[config.mk]
export PLATFORM = sky130hd
export DESIGN_NAME = code_entry_buffer_flat
export DESIGN_NICKNAME = d
export VERILOG_FILES = /design/src/rtl/code_entry_if.sv /design/src/rtl/code_entry_buffer.sv /design/src/flat_wrapper.sv
export SDC_FILE = /design/constraint.sdc
export NUM_CORES = 1
export LEC_CHECK = 0
export CORE_MARGIN = 2
export CORE_UTILIZATION = 50
export CTS_BUF_LIST = sky130_fd_sc_hd__clkbuf_2
export CTS_CLUSTER_SIZE = 12
export DETAILED_ROUTE_END_ITERATION = 12
export GPL_ROUTABILITY_DRIVEN = 0
export PLACE_DENSITY = 0.81
export SLEW_MARGIN = 20
export SYNTH_ARGS = -nofsm -noshare
export SYNTH_HDL_FRONTEND = slang
export SYNTH_SLANG_ARGS = --single-unit
[constraint.sdc]
create_clock -name clk -period 2.1 [get_ports clk]
set_input_delay 0.42 -clock clk [delete_from_list [all_inputs] [get_ports clk]]
set_output_delay 0.42 -clock clk [all_outputs]
set_load 0.03 [all_outputs]
[src/rtl/code_entry_if.sv]
`default_nettype none
// ============================================================================
//  Module   : code_entry_if
//  Purpose  : Handshake/bus bundle between the key-entry front end and the
//             code_entry_buffer. The slave modport is the buffer's view; the
//             master modport is the producer/consumer side.
//  Signals  : enable_entry, digit_in, entry/backspace/clear/submit pulses,
//             code_ack (master -> slave); store_digit_pulse, reject_pulse,
//             timeout_pulse, digit_count, code_out, code_valid (slave -> master)
//  Revision : 1.0  initial release
// ============================================================================
interface code_entry_if #(
  parameter int NUM_DIGITS = 4,
  parameter int DIGIT_W    = 4
);
  localparam int CW     = $clog2(NUM_DIGITS + 1);
  localparam int CODE_W = NUM_DIGITS * DIGIT_W;

  logic               enable_entry;
  logic [DIGIT_W-1:0] digit_in;
  logic               entry_pulse;
  logic               backspace_pulse;
  logic               clear_pulse;
  logic               submit_pulse;
  logic               code_ack;
  logic               store_digit_pulse;
  logic               reject_pulse;
  logic               timeout_pulse;
  logic [CW-1:0]      digit_count;
  logic [CODE_W-1:0]  code_out;
  logic               code_valid;

  modport slave (
    input  enable_entry, digit_in, entry_pulse, backspace_pulse,
           clear_pulse, submit_pulse, code_ack,
    output store_digit_pulse, reject_pulse, timeout_pulse,
           digit_count, code_out, code_valid
  );

  modport master (
    output enable_entry, digit_in, entry_pulse, backspace_pulse,
           clear_pulse, submit_pulse, code_ack,
    input  store_digit_pulse, reject_pulse, timeout_pulse,
           digit_count, code_out, code_valid
  );
endinterface
`default_nettype wire

[src/rtl/code_entry_buffer.sv]
`default_nettype none
// ============================================================================
//  Module   : code_entry_buffer
//  Purpose  : Assembles up to NUM_DIGITS debounced digit entries into a shift
//             buffer (newest digit in the low bits) with backspace, clear and
//             inactivity timeout, then presents the code under valid/ack.
//  Ports    : clk          - system clock, rising edge
//             sys_reset_n  - asynchronous active-low reset
//             bus          - code_entry_if.slave (entry inputs, code outputs)
//  Revision : 1.0  initial release
// ============================================================================
module code_entry_buffer #(
  parameter int NUM_DIGITS     = 4,
  parameter int DIGIT_W        = 4,
  parameter int MAX_DIGIT      = 9,
  parameter int TIMEOUT_CYCLES = 50000000,
  parameter int AUTO_SUBMIT    = 1
) (
  input  wire         clk,
  input  wire         sys_reset_n,
  code_entry_if.slave bus
);
  localparam int CW     = $clog2(NUM_DIGITS + 1);
  localparam int CODE_W = NUM_DIGITS * DIGIT_W;
  localparam int TW     = (TIMEOUT_CYCLES > 1) ? $clog2(TIMEOUT_CYCLES) : 1;

  localparam logic [DIGIT_W-1:0] c_MAX_DIGIT = DIGIT_W'(MAX_DIGIT);
  localparam logic [CW-1:0]      c_N         = CW'(NUM_DIGITS);
  localparam logic [CW-1:0]      c_ONE       = CW'(1);
  localparam logic [TW-1:0]      c_TO_LAST   = TW'(TIMEOUT_CYCLES - 1);
  localparam logic               c_TO_EN     = (TIMEOUT_CYCLES > 0);
  localparam logic               c_AUTO      = (AUTO_SUBMIT != 0);

  typedef enum logic [1:0] {
    S_IDLE    = 2'd0,
    S_ENTRY   = 2'd1,
    S_FULL    = 2'd2,
    S_PRESENT = 2'd3
  } state_t;

  state_t              r_state, w_state_nxt;
  logic [CODE_W-1:0]   r_code,  w_code_nxt;
  logic [CW-1:0]       r_count, w_count_nxt;
  logic [TW-1:0]       r_timer, w_timer_nxt;
  logic                r_store, w_store_nxt;
  logic                r_reject, w_reject_nxt;
  logic                r_timeout, w_timeout_nxt;
  logic                r_valid, w_valid_nxt;
  logic                w_active;

  // A partial or complete (not yet presented) code is being held.
  assign w_active = (r_state == S_ENTRY) || (r_state == S_FULL);

  always_ff @(posedge clk or negedge sys_reset_n) begin
    if (!sys_reset_n) begin
      r_state   <= S_IDLE;
      r_code    <= '0;
      r_count   <= '0;
      r_timer   <= '0;
      r_store   <= 1'b0;
      r_reject  <= 1'b0;
      r_timeout <= 1'b0;
      r_valid   <= 1'b0;
    end else begin
      r_state   <= w_state_nxt;
      r_code    <= w_code_nxt;
      r_count   <= w_count_nxt;
      r_timer   <= w_timer_nxt;
      r_store   <= w_store_nxt;
      r_reject  <= w_reject_nxt;
      r_timeout <= w_timeout_nxt;
      r_valid   <= w_valid_nxt;
    end
  end

  always_comb begin
    w_state_nxt   = r_state;
    w_code_nxt    = r_code;
    w_count_nxt   = r_count;
    w_timer_nxt   = r_timer;
    w_store_nxt   = 1'b0;
    w_reject_nxt  = 1'b0;
    w_timeout_nxt = 1'b0;
    w_valid_nxt   = r_valid;

    if (r_state == S_PRESENT) begin
      // Buffer is frozen; only the acknowledge can release it.
      if (r_valid && bus.code_ack) begin
        w_state_nxt = S_IDLE;
        w_code_nxt  = '0;
        w_count_nxt = '0;
        w_valid_nxt = 1'b0;
      end else if (bus.enable_entry && bus.entry_pulse) begin
        w_reject_nxt = 1'b1;
      end
    end else if (!bus.enable_entry) begin
      // Disabling entry abandons any partial code.
      w_state_nxt = S_IDLE;
      w_code_nxt  = '0;
      w_count_nxt = '0;
      w_timer_nxt = '0;
    end else if (bus.clear_pulse) begin
      w_state_nxt = S_IDLE;
      w_code_nxt  = '0;
      w_count_nxt = '0;
      w_timer_nxt = '0;
    end else if (bus.backspace_pulse) begin
      // Backspace outranks entry even in IDLE, where it does nothing.
      if (w_active) begin
        w_code_nxt  = {{DIGIT_W{1'b0}}, r_code[CODE_W-1:DIGIT_W]};
        w_count_nxt = r_count - c_ONE;
        w_timer_nxt = '0;
        w_state_nxt = (r_count == c_ONE) ? S_IDLE : S_ENTRY;
      end
    end else if (bus.entry_pulse) begin
      if ((r_state == S_FULL) || (bus.digit_in > c_MAX_DIGIT)) begin
        w_reject_nxt = 1'b1;
      end else begin
        w_code_nxt  = {r_code[CODE_W-DIGIT_W-1:0], bus.digit_in};
        w_count_nxt = r_count + c_ONE;
        w_timer_nxt = '0;
        w_store_nxt = 1'b1;
        if ((r_count + c_ONE) == c_N) begin
          if (c_AUTO) begin
            w_state_nxt = S_PRESENT;
            w_valid_nxt = 1'b1;
          end else begin
            w_state_nxt = S_FULL;
          end
        end else begin
          w_state_nxt = S_ENTRY;
        end
      end
    end else if (bus.submit_pulse && w_active) begin
      w_state_nxt = S_PRESENT;
      w_valid_nxt = 1'b1;
      w_timer_nxt = '0;
    end else if (c_TO_EN && w_active) begin
      if (r_timer == c_TO_LAST) begin
        w_state_nxt   = S_IDLE;
        w_code_nxt    = '0;
        w_count_nxt   = '0;
        w_timer_nxt   = '0;
        w_timeout_nxt = 1'b1;
      end else begin
        w_timer_nxt = r_timer + TW'(1);
      end
    end
  end

  assign bus.store_digit_pulse = r_store;
  assign bus.reject_pulse      = r_reject;
  assign bus.timeout_pulse     = r_timeout;
  assign bus.digit_count       = r_count;
  assign bus.code_out          = r_code;
  assign bus.code_valid        = r_valid;

endmodule
`default_nettype wire

[src/flat_wrapper.sv]
// flat-port wrapper written by rule: the top's interface ports become plain ports
module code_entry_buffer_flat 
#(
  parameter int NUM_DIGITS     = 4,
  parameter int DIGIT_W        = 4,
  parameter int MAX_DIGIT      = 9,
  parameter int TIMEOUT_CYCLES = 50000000,
  parameter int AUTO_SUBMIT    = 1
)
  (clk, sys_reset_n, bus_enable_entry, bus_digit_in, bus_entry_pulse, bus_backspace_pulse, bus_clear_pulse, bus_submit_pulse, bus_code_ack, bus_store_digit_pulse, bus_reject_pulse, bus_timeout_pulse, bus_digit_count, bus_code_out, bus_code_valid);
  code_entry_if #(.NUM_DIGITS(NUM_DIGITS), .DIGIT_W(DIGIT_W)) bus_i ();
  input  wire clk;
  input  wire sys_reset_n;
  input wire logic [$bits(bus_i.enable_entry)-1:0] bus_enable_entry;
  input wire logic [$bits(bus_i.digit_in)-1:0] bus_digit_in;
  input wire logic [$bits(bus_i.entry_pulse)-1:0] bus_entry_pulse;
  input wire logic [$bits(bus_i.backspace_pulse)-1:0] bus_backspace_pulse;
  input wire logic [$bits(bus_i.clear_pulse)-1:0] bus_clear_pulse;
  input wire logic [$bits(bus_i.submit_pulse)-1:0] bus_submit_pulse;
  input wire logic [$bits(bus_i.code_ack)-1:0] bus_code_ack;
  output wire logic [$bits(bus_i.store_digit_pulse)-1:0] bus_store_digit_pulse;
  output wire logic [$bits(bus_i.reject_pulse)-1:0] bus_reject_pulse;
  output wire logic [$bits(bus_i.timeout_pulse)-1:0] bus_timeout_pulse;
  output wire logic [$bits(bus_i.digit_count)-1:0] bus_digit_count;
  output wire logic [$bits(bus_i.code_out)-1:0] bus_code_out;
  output wire logic [$bits(bus_i.code_valid)-1:0] bus_code_valid;
  assign bus_i.enable_entry = bus_enable_entry;
  assign bus_i.digit_in = bus_digit_in;
  assign bus_i.entry_pulse = bus_entry_pulse;
  assign bus_i.backspace_pulse = bus_backspace_pulse;
  assign bus_i.clear_pulse = bus_clear_pulse;
  assign bus_i.submit_pulse = bus_submit_pulse;
  assign bus_i.code_ack = bus_code_ack;
  assign bus_store_digit_pulse = bus_i.store_digit_pulse;
  assign bus_reject_pulse = bus_i.reject_pulse;
  assign bus_timeout_pulse = bus_i.timeout_pulse;
  assign bus_digit_count = bus_i.digit_count;
  assign bus_code_out = bus_i.code_out;
  assign bus_code_valid = bus_i.code_valid;
  code_entry_buffer #(.NUM_DIGITS(NUM_DIGITS), .DIGIT_W(DIGIT_W), .MAX_DIGIT(MAX_DIGIT), .TIMEOUT_CYCLES(TIMEOUT_CYCLES), .AUTO_SUBMIT(AUTO_SUBMIT)) u_core (.clk(clk), .sys_reset_n(sys_reset_n), .bus(bus_i));
endmodule
# Word level (Yosys, flattened, before mapping)
# Cells that the tools add are included.
word_totals:
  out_inout_bits: 23
  reg_bits: 51
  word_cells: 120
  inputBits: 12
op_classes:
  n_addsub: 3
  bitwise: 1
  n_reduce_logical: 11
  n_mux: 75
  n_eq_ne: 21
  magnitude_cmp: 1
op_table:
  columns: ["cell", "n"]
  rows:
  - ["2-to-1 mux 26 bit", 9]
  - ["2-to-1 mux 16 bit", 11]
  - ["2-to-1 mux 3 bit", 11]
  - ["2-to-1 mux 1 bit", 32]
  - ["adder 26 x 1 -> 26 bit, second input constant", 1]
  - ["== test 26 bit, second input constant", 1]
  - ["2-to-1 mux 2 bit", 12]
  - ["inequality test 6 x 1 -> 1 bit, second input constant", 2]
  - ["inequality test 6 x 5 -> 1 bit, second input constant", 2]
  - ["inequality test 5 x 1 -> 1 bit, second input constant", 2]
  - ["inequality test 7 x 1 -> 1 bit, second input constant", 1]
  - ["AND reduction 7 bit", 1]
  - ["AND reduction 6 bit", 1]
  - ["inequality test 5 x 2 -> 1 bit, second input constant", 1]
  - ["inequality test 5 bit, second input constant", 1]
  - ["AND reduction 5 bit", 1]
  - ["== test 2 bit, second input constant", 2]
  - ["> comparator 4 bit, second input constant", 1]
  - ["inequality test 2 x 1 -> 1 bit, second input constant", 2]
  - ["inequality test 4 x 2 -> 1 bit, second input constant", 1]
  - ["AND reduction 4 bit", 1]
  - ["adder 3 x 1 -> 3 bit, second input constant", 1]
  - ["== test 3 x 1 -> 1 bit, second input constant", 1]
  - ["== test 3 bit, second input constant", 1]
  - ["other kinds (10)", 13]

# Longest topological paths before layout
# Gate-level depths: netlist of run 1.
logic_depth:
  ltp_word: 9
  ltp_mapped: 10
  ltp_nobuf: 7

# Least setup slack after synthesis of run 1
# No wires, ideal clock.
synth_timing:
  kind: "register -> register"
  from: "reg u_core.r_state[0]"
  to: "reg u_core.r_code[5] (netlist: u_core.bus.code_out[5])"
  t_required_ps: 1975
  n_path_buf: 4
  setup_slack_ps: -195
  stages_incl_launch_ff: 11
  setup_ps: 125
  t_arrival_ps: 2170
  period_less_slack_ps: 2295
  path_cell_list: "dfrtp_1 -> ha_1 -> buf_2 -> or3b_1 -> clkbuf_1 -> a21oi_1 -> a21oi_2 -> o21a_1 -> buf_6 -> buf_12 -> mux2_4"
synth_via:
  elab_chain_cells: 5
  elab_cells_between_ends: 14
  cone_classes: "9 x eq/ne; 1 x mux; 4 x reduce/logical"
synth_lines:
  columns: ["item", "line", "rtl"]
  rows:
  - ["from (decl)", "code_entry_buffer.sv:41", "state_t r_state, w_state_nxt;"]
  - ["from (signal assigned)", "code_entry_buffer.sv:65", "r_state <= w_state_nxt;"]
  - ["== test 2 x 1 -> 1 bit / == test 2 bit (equally long branches)", "code_entry_buffer.sv:52, code_entry_buffer.sv:116", null]
  - ["logical OR 1 bit", "code_entry_buffer.sv:52", "assign w_active = (r_state == S_ENTRY) || (r_state == S_FULL);"]
  - ["logical AND 1 bit", "code_entry_buffer.sv:134", "end else if (bus.submit_pulse && w_active) begin"]
  - ["inequality test 6 x 5 -> 1 bit (no line)", null, null]
  - ["AND reduction 6 bit (no line)", null, null]
  - ["to (signal assigned)", "code_entry_buffer.sv:66", "r_code <= w_code_nxt;"]
  - ["to (decl)", "code_entry_buffer.sv:42", "logic [CODE_W-1:0] r_code, w_code_nxt;"]
# Several ways; a longest one is shown, not always the timed one.
# A chain may end at the register's enable or synchronous reset.

# Final worst setup path of run 1
layout_timing:
  from: "reg u_core.r_timer[7]"
  to: "reg u_core.r_timer[25]"
layout_via:
  elab_chain_cells: 8
  elab_cells_between_ends: 9
  cone_classes: "1 x add/sub; 1 x eq/ne; 7 x mux"
layout_lines:
  columns: ["item", "line", "rtl"]
  rows:
  - ["from (decl)", "code_entry_buffer.sv:44", "logic [TW-1:0] r_timer, w_timer_nxt;"]
  - ["from (signal assigned)", "code_entry_buffer.sv:68", "r_timer <= w_timer_nxt;"]
  - ["adder 26 x 1 -> 26 bit / == test 26 bit (equally long branches)", "code_entry_buffer.sv:146, code_entry_buffer.sv:139", null]
  - ["2-to-1 mux 26 bit (*)", "code_entry_buffer.sv:139", "if (r_timer == c_TO_LAST) begin"]
  - ["2-to-1 mux 26 bit (*)", "code_entry_buffer.sv:138", "end else if (c_TO_EN && w_active) begin"]
  - ["2-to-1 mux 26 bit (*)", "code_entry_buffer.sv:134", null]
  - ["2-to-1 mux 26 bit (*)", "code_entry_buffer.sv:115", "end else if (bus.entry_pulse) begin"]
  - ["2-to-1 mux 26 bit (*)", "code_entry_buffer.sv:107", "end else if (bus.backspace_pulse) begin"]
  - ["2-to-1 mux 26 bit (*)", "code_entry_buffer.sv:102", "end else if (bus.clear_pulse) begin"]
  - ["2-to-1 mux 26 bit (*)", "code_entry_buffer.sv:96", "end else if (!bus.enable_entry) begin"]
# Mark *: on every way between the ends. The rest lies on a longest branch, timed or not. The select of a mux whose other input is x is not followed.

==> results of run 1 <==
==> cell families after synthesis <==
family | synth area share
xor+xnor | 0.008957
mux | 0.05373
flops | 0.4350
simple gates | 0.2021
compound gates | 0.2149
buf+inv | 0.05117
fa+ha+maj | 0.03412
==> metrics by stage <==
stage,setup TNS (ns),setup WS (ns)
floorplan,-0.7322,-0.1118
global placement,-17.22,-0.4623
detailed placement,-18.86,-0.5095
CTS,-5.685,-0.2013
global route,-10.89,-0.3170
finish,-8.430,-0.2564
==> synth_stat cells (8+ instances only) <==
library cell / count
or4_1: 8
o21ai_0: 21
a21oi_1: 10
mux2_2: 10
a22o_1: 8
dfrtp_1: 51
nor2_1: 11
ha_1: 8
nand3_1: 17
a31oi_1: 20
inv_1: 14
nand2_1: 33
==> path summary, 6_finish.rpt <==
kind                                             from                 endpoint  slack, ns  depth (start not counted)
worst min-delay path                      sys_reset_n  u_core.bus.code_out[14]       0.47                          2
worst max-delay path                u_core.r_timer[7]       u_core.r_timer[25]      -0.26                          9
worst max register to register      u_core.r_timer[7]       u_core.r_timer[25]      -0.26                          9
min in group clk                u_core.bus.code_valid    u_core.bus.code_valid       0.54                          2
worst min register to register  u_core.bus.code_valid    u_core.bus.code_valid       0.54                          2
max in group asynchronous                 sys_reset_n        u_core.r_timer[5]       1.07                          3
==> flip-flops by register name, indices dropped and copies added (netlist names) <==
name                          cells
u_core.bus.code_out              16
u_core.bus.code_valid             1
u_core.bus.digit_count            3
u_core.bus.reject_pulse           1
u_core.bus.store_digit_pulse      1
u_core.bus.timeout_pulse          1
u_core.r_state                    2
u_core.r_timer                   26
==> per-layer routing <==
metal / GRT usage / routed length (um) / vias up
li1: - / - / 1317
met5: 0 / 0 / -
met3: 0.04831 / 549 / 40
met1: 0.3271 / 3396 / 1348
met2: 0.4500 / 4526 / 165
met4: 0.09831 / 358 / 0
==> report_power, final <==
group | internal, mW | switching, mW | total [mW]
Sequential | 1.00 | 0.0165 | 1.02
Combinational | 0.203 | 0.220 | 0.424
Clock | 0.0741 | 0.323 | 0.397
==> cells in the final DEF (no fill, tap or decap), types with 11 or more instances in the layout <==
master and instances:
mux2_4 13, clkdlybuf4s50_1 30, nand2_1 31, inv_1 14
buf_4 51, nand3_1 16, a31oi_1 13, dfrtp_1 51
nor2_1 11, o21ai_0 12
==> what timing repair did <==
action / in CTS / in global routing
endpoints found under the hold margin: 23 / 0
gates cloned: 2 / 1
pin swaps: 7 / 15
endpoints found under the setup margin: 46 / 50
gates resized for setup: 33 / 49
hold buffers: 1 / 0
setup buffers: 6 / 4
==> cell type report <==
| cell class | instances | area share |
|---|---|---|
| clock inverter | 3 | 0.003522 |
| timing repair buffer | 100 | 0.2304 |
| inverter | 14 | 0.01233 |
| tap | 72 | 0.02113 |
| clock buffer | 5 | 0.005870 |
| sequential | 51 | 0.2994 |
| multi-input combinational | 221 | 0.4274 |
==> metrics.yaml, run 1 <==
status: "complete, but fails checks"
failed_checks: "setup timing"
viasPerCell: 6.159
worstPathRequired_ns: 2.43
fin_cells: 466
ys_warn_count: 0
crit_buf_inv: 4
clock_path_buffers: 2
ir_worst_vdd_v: 0.0002518
synth_top_area_frac: 0.4350
first_pass_iters: 5
drv_slew: 0
setup_ws_ns: -0.2564
ys_ff_latch: 51
final_util: 0.7648
synth_edf_count: 0
total_power_mw: 1.839
io_buffers: 34
power.density_nw_per_um2: 431.5
via_count: 2870
cts_htree_levels: 2
ant_nets: 0
synth_top_cell_by_area: "dfrtp_1"
syn-mean-instance-area_um2: 9.748
grt_pass1_vias: 2691
cts_sinks: 51
grt_max_degree: 29
cap_violations: 0
antenna_found_initial: 0
tightest_slew_ns: 0.6540
grt_pass1_wl_um: 13060
async_flop_share: 1.000
synth_flop_cell: "dfrtp_1"
gr-usage-all-layers: 0.2622
nNetsFinal: 413
rsz0062_at_grt: "true"
critical_path_class: "flop to flop"
syn_area_um2: 2934
multi_input_area_um2: 1822
cts_root_buf: "clkbuf_2"
ios: 35
antenna_cells: 0
drt_iter0_drc: 264
die-height_um: 80.61
place_area_um2: 3732
cpPeakStageDelay_ns: 0.57
wirelength_um: 8830
slowest_stage: "or4_4"
cts_tree: "built"
setup_viol: 45
dp_hpwl_um: 5253
start_kind: "flop"
dp.cells: 446
cp.arrival_ns: 2.68
cpMostUsedCell: "buf_6"
path_cells: "or4_4, nor4_4, buf_4, a31oi_4, buf_6, buf_8, nor2_4, buf_6, a21oi_2"
yosys-top-cells-area: "dfrtp_1, a31oi_1, nand2_1"
worst_setup_path_end_kind: "flop"
routedWlPerCell_um: 18.95
initial_core_util: 0.5264
gr-total-overflow: 0
hold_slack_ns: 0.4723
fmax_mhz: 424.4
p_leak_nw: 1.810
nFillCells: 333
synth-seq-area-share: 0.4350
core-area_um2: 5574
syn-instance-count: 301
syn_to_final_growth_pct: 45.29
drive_above_1_share: 0.3401
drcViolationCount: 0
design_area_um2: 4263
final.setup_skew_ns: 0.02114
syn_nets: 321
period_minus_slack_ns: 2.356
die_w_um: 80.61
clk_latency_ns: 0.43
period_share: 1.122
critical_path.top_delay_family: "simple AND/OR/NAND/NOR gates"
crit_fanout: 5
relSlewSlack: 0.5601
rows: 27
die-area_um2: 6497
synth_cell_types: 53
tritoncts.num_buffers: 5
path_clk_slew_ns: 0.27
min_path_type: "input port to async pin"
finalHoldViolCount: 0
seqCellArea_um2: 1276
Power figures use the tool's default switching activity.
==> run 2: changes to the inputs <==
--- a/config.mk
+++ b/config.mk
@@ -8,6 +8,7 @@
 export CORE_MARGIN = 2
 export CORE_UTILIZATION = 50
 export CTS_BUF_LIST = sky130_fd_sc_hd__clkbuf_2
+export CTS_CLUSTER_DIAMETER = 100
 export CTS_CLUSTER_SIZE = 12
 export DETAILED_ROUTE_END_ITERATION = 12
 export GPL_ROUTABILITY_DRIVEN = 0
==> results of run 2 <==
No change in the layout: final DEF, timing and power equal those of run 1.
==> run 3: changes to the inputs <==
--- a/config.mk
+++ b/config.mk
@@ -13,6 +13,7 @@
 export DETAILED_ROUTE_END_ITERATION = 12
 export GPL_ROUTABILITY_DRIVEN = 0
 export PLACE_DENSITY = 0.81
+export RECOVER_POWER = 25
 export SLEW_MARGIN = 20
 export SYNTH_ARGS = -nofsm -noshare
 export SYNTH_HDL_FRONTEND = slang
==> run 3 against run 2 <==
Compared with the run above: clock skew barely moved; sequential share of layout area about the same; critical path depth unchanged; register-to-register slack is essentially flat; worst setup slack gained 0.00092 ns; clock power about the same; combinational power hardly changed; the flow still finishes with violations (setup timing); total power about the same.
==> metrics.yaml, run 3 (synthesized netlist as in run 1, its figures left out) <==
crit_fanout: 5  # unchanged
period_share: 1.122  # about the same
gr-total-overflow: 0  # unchanged
dp_hpwl_um: 5253  # unchanged
critical_path_class: "flop to flop"
wirelength_um: 8808  # -0.25%
drt_iter0_drc: 264  # unchanged
cts_htree_levels: 2  # unchanged
period_minus_slack_ns: 2.356  # -0.0009240 ns
die-height_um: 80.61  # unchanged
grt_pass1_vias: 2691  # unchanged
clk_latency_ns: 0.43  # about the same
ant_nets: 0  # unchanged
largest_reg_flops: 26  # unchanged
tritoncts.num_buffers: 5  # unchanged
via_count: 2872  # +0.070%
cap_violations: 0  # unchanged
p_leak_nw: 1.807  # -0.15%
ios: 35  # unchanged
largest-register: "u_core.r_timer"
failed_checks: "setup timing"
path_cells: "or4_4, nor4_4, buf_4, a31oi_4, buf_6, buf_8, nor2_4, buf_6, a21oi_2"
status: "complete, but fails checks"
first_pass_iters: 5  # unchanged
cpPeakStageDelay_ns: 0.57  # about the same
antenna_found_initial: 0  # unchanged
multi_input_area_um2: 1822  # unchanged
setup_viol: 45  # unchanged
relSlewSlack: 0.07128  # -0.4888
clock_path_buffers: 2  # unchanged
finalHoldViolCount: 0  # unchanged
cell_internal_pwr_mw: 1.280  # about the same
power.density_nw_per_um2: 431.6  # about the same
start_kind: "flop"
p_sw_mw: 0.5593  # about the same
seqCellArea_um2: 1276  # unchanged
critical_path.top_delay_family: "simple AND/OR/NAND/NOR gates"
worst_setup_path_end_kind: "flop"
antenna_cells: 0  # unchanged
dp.cells: 446  # unchanged
syn_to_final_growth_pct: 45.25  # about the same
crit_buf_inv: 4  # unchanged
worstPathRequired_ns: 2.43  # about the same
rows: 27  # unchanged
p_seq_frac: 0.554  # about the same
grt_max_degree: 29  # unchanged
swShare: 0.3041  # about the same
total_power_mw: 1.839  # about the same
min_path_type: "flop to flop"
gr-usage-all-layers: 0.2622  # unchanged
drv_slew: 0  # unchanged
grt_pass1_wl_um: 13060  # unchanged
routedWlPerCell_um: 18.90  # -0.25%
core-area_um2: 5574  # unchanged
ir_worst_vdd_v: 0.0002511  # -0.25%
viasPerCell: 6.163  # about the same
path_clk_slew_ns: 0.27  # about the same
pwr-share-clk: 0.216  # about the same
final.setup_skew_ns: 0.02104  # -0.00009300 ns
tightest_slew_ns: 1.393  # +0.7390 ns
initial_core_util: 0.5264  # unchanged
cts_tree: "built"
rsz0062_at_grt: "true"
cts_root_buf: "clkbuf_2"
die-area_um2: 6497  # unchanged
drive_above_1_share: 0.3376  # -0.002538
io_buffers: 34  # unchanged
final_cell_mix: "buf_4, dfrtp_1, nand2_1, clkdlybuf4s50_1, nand3_1"
fin_cells: 466  # unchanged
die_w_um: 80.61  # unchanged
nNetsFinal: 413  # unchanged
slowest_stage: "or4_4"
fmax_mhz: 424.5  # about the same
nFillCells: 334  # +0.30%
setup_ws_ns: -0.2555  # +0.0009240 ns
drcViolationCount: 0  # unchanged
pwr-share-comb: 0.230  # about the same
cpMostUsedCell: "buf_6"
cts_sinks: 51  # unchanged
cp.arrival_ns: 2.68  # about the same
[run 3: cell count changes in the layout (fill, tap and decap cells not counted), sizes merged]
cell / previous run / this run
clkbuf: 6 / 7
buf: 65 / 64
[run 3: through the flow]
step	utilization	setup TNS (ns)	instance area, um2	hold WS [ns]	worst slack (ns)
6_report	0.7645	-8.390	4262	0.5358	-0.2555
5_1_grt	0.7645	-10.89	4262	0.5623	-0.3170
4_1_cts	0.7163	-5.685	3993	0.4777	-0.2013
3_5_place_dp	0.6696	-18.86	3732	0.4561	-0.5095
3_3_place_gp	0.6696	-17.22	3732	0.4432	-0.4623
2_1_floorplan	-	-0.7322	2973	0.1244	-0.1118
[run 3: repair_timing]
action                                  CTS  global route
endpoints found under the setup margin   46            50
resized for setup                        33            49
buffers inserted                          6             4
gates cloned                              2             1
endpoints found under the hold margin    23             0
hold buffers                              1             0
pin swaps                                 7            15
[run 3: final timing paths]
path                                        from                      end  slack, ns  depth (start not counted)
min in group asynchronous            sys_reset_n  u_core.bus.code_out[14]       0.79                          2
min reg2reg                u_core.bus.code_valid    u_core.bus.code_valid       0.54                          2
max in group asynchronous            sys_reset_n        u_core.r_timer[5]       0.51                          3
max                            u_core.r_timer[7]       u_core.r_timer[25]      -0.26                          9
max reg2reg                    u_core.r_timer[7]       u_core.r_timer[25]      -0.26                          9
min                        u_core.bus.code_valid    u_core.bus.code_valid       0.54                          2
[run 3: power groups by stage]
stage,combinational [mW],clock [mW],sequential (mW)
floorplan,0.145,0,1.06
global placement,0.324,0,1.03
detailed placement,0.331,0,1.03
CTS,0.388,0.397,1.02
global route,0.454,0.447,1.02
finish,0.424,0.396,1.02
[run 3: cell type report]
type	instances	area share
clock buffers	5	0.005872
clock inverters	3	0.003523
flip-flops and latches	51	0.2995
multi-input cells	221	0.4275
well taps	72	0.02114
inverters	14	0.01233
repair buffers	100	0.2302
[run 3: metal layers]
layer,share of wire,vias to the layer above,track usage,routed length (um)
met5,0,-,0,0
met3,0.066,40,0.04831,577
met4,0.042,0,0.09831,369
met2,0.51,166,0.4500,4514
met1,0.38,1348,0.3271,3346
li1,-,1318,-,-
[run 3: worst register-to-register path: cells and delay by family, from the launching register on]
kind,cells,cell delay [ns]
AO/OA/AOI/OAI,2,0.14
buffers and inverters,4,0.63
flip-flops,1,0.45
AND/OR/NAND/NOR,3,1.03
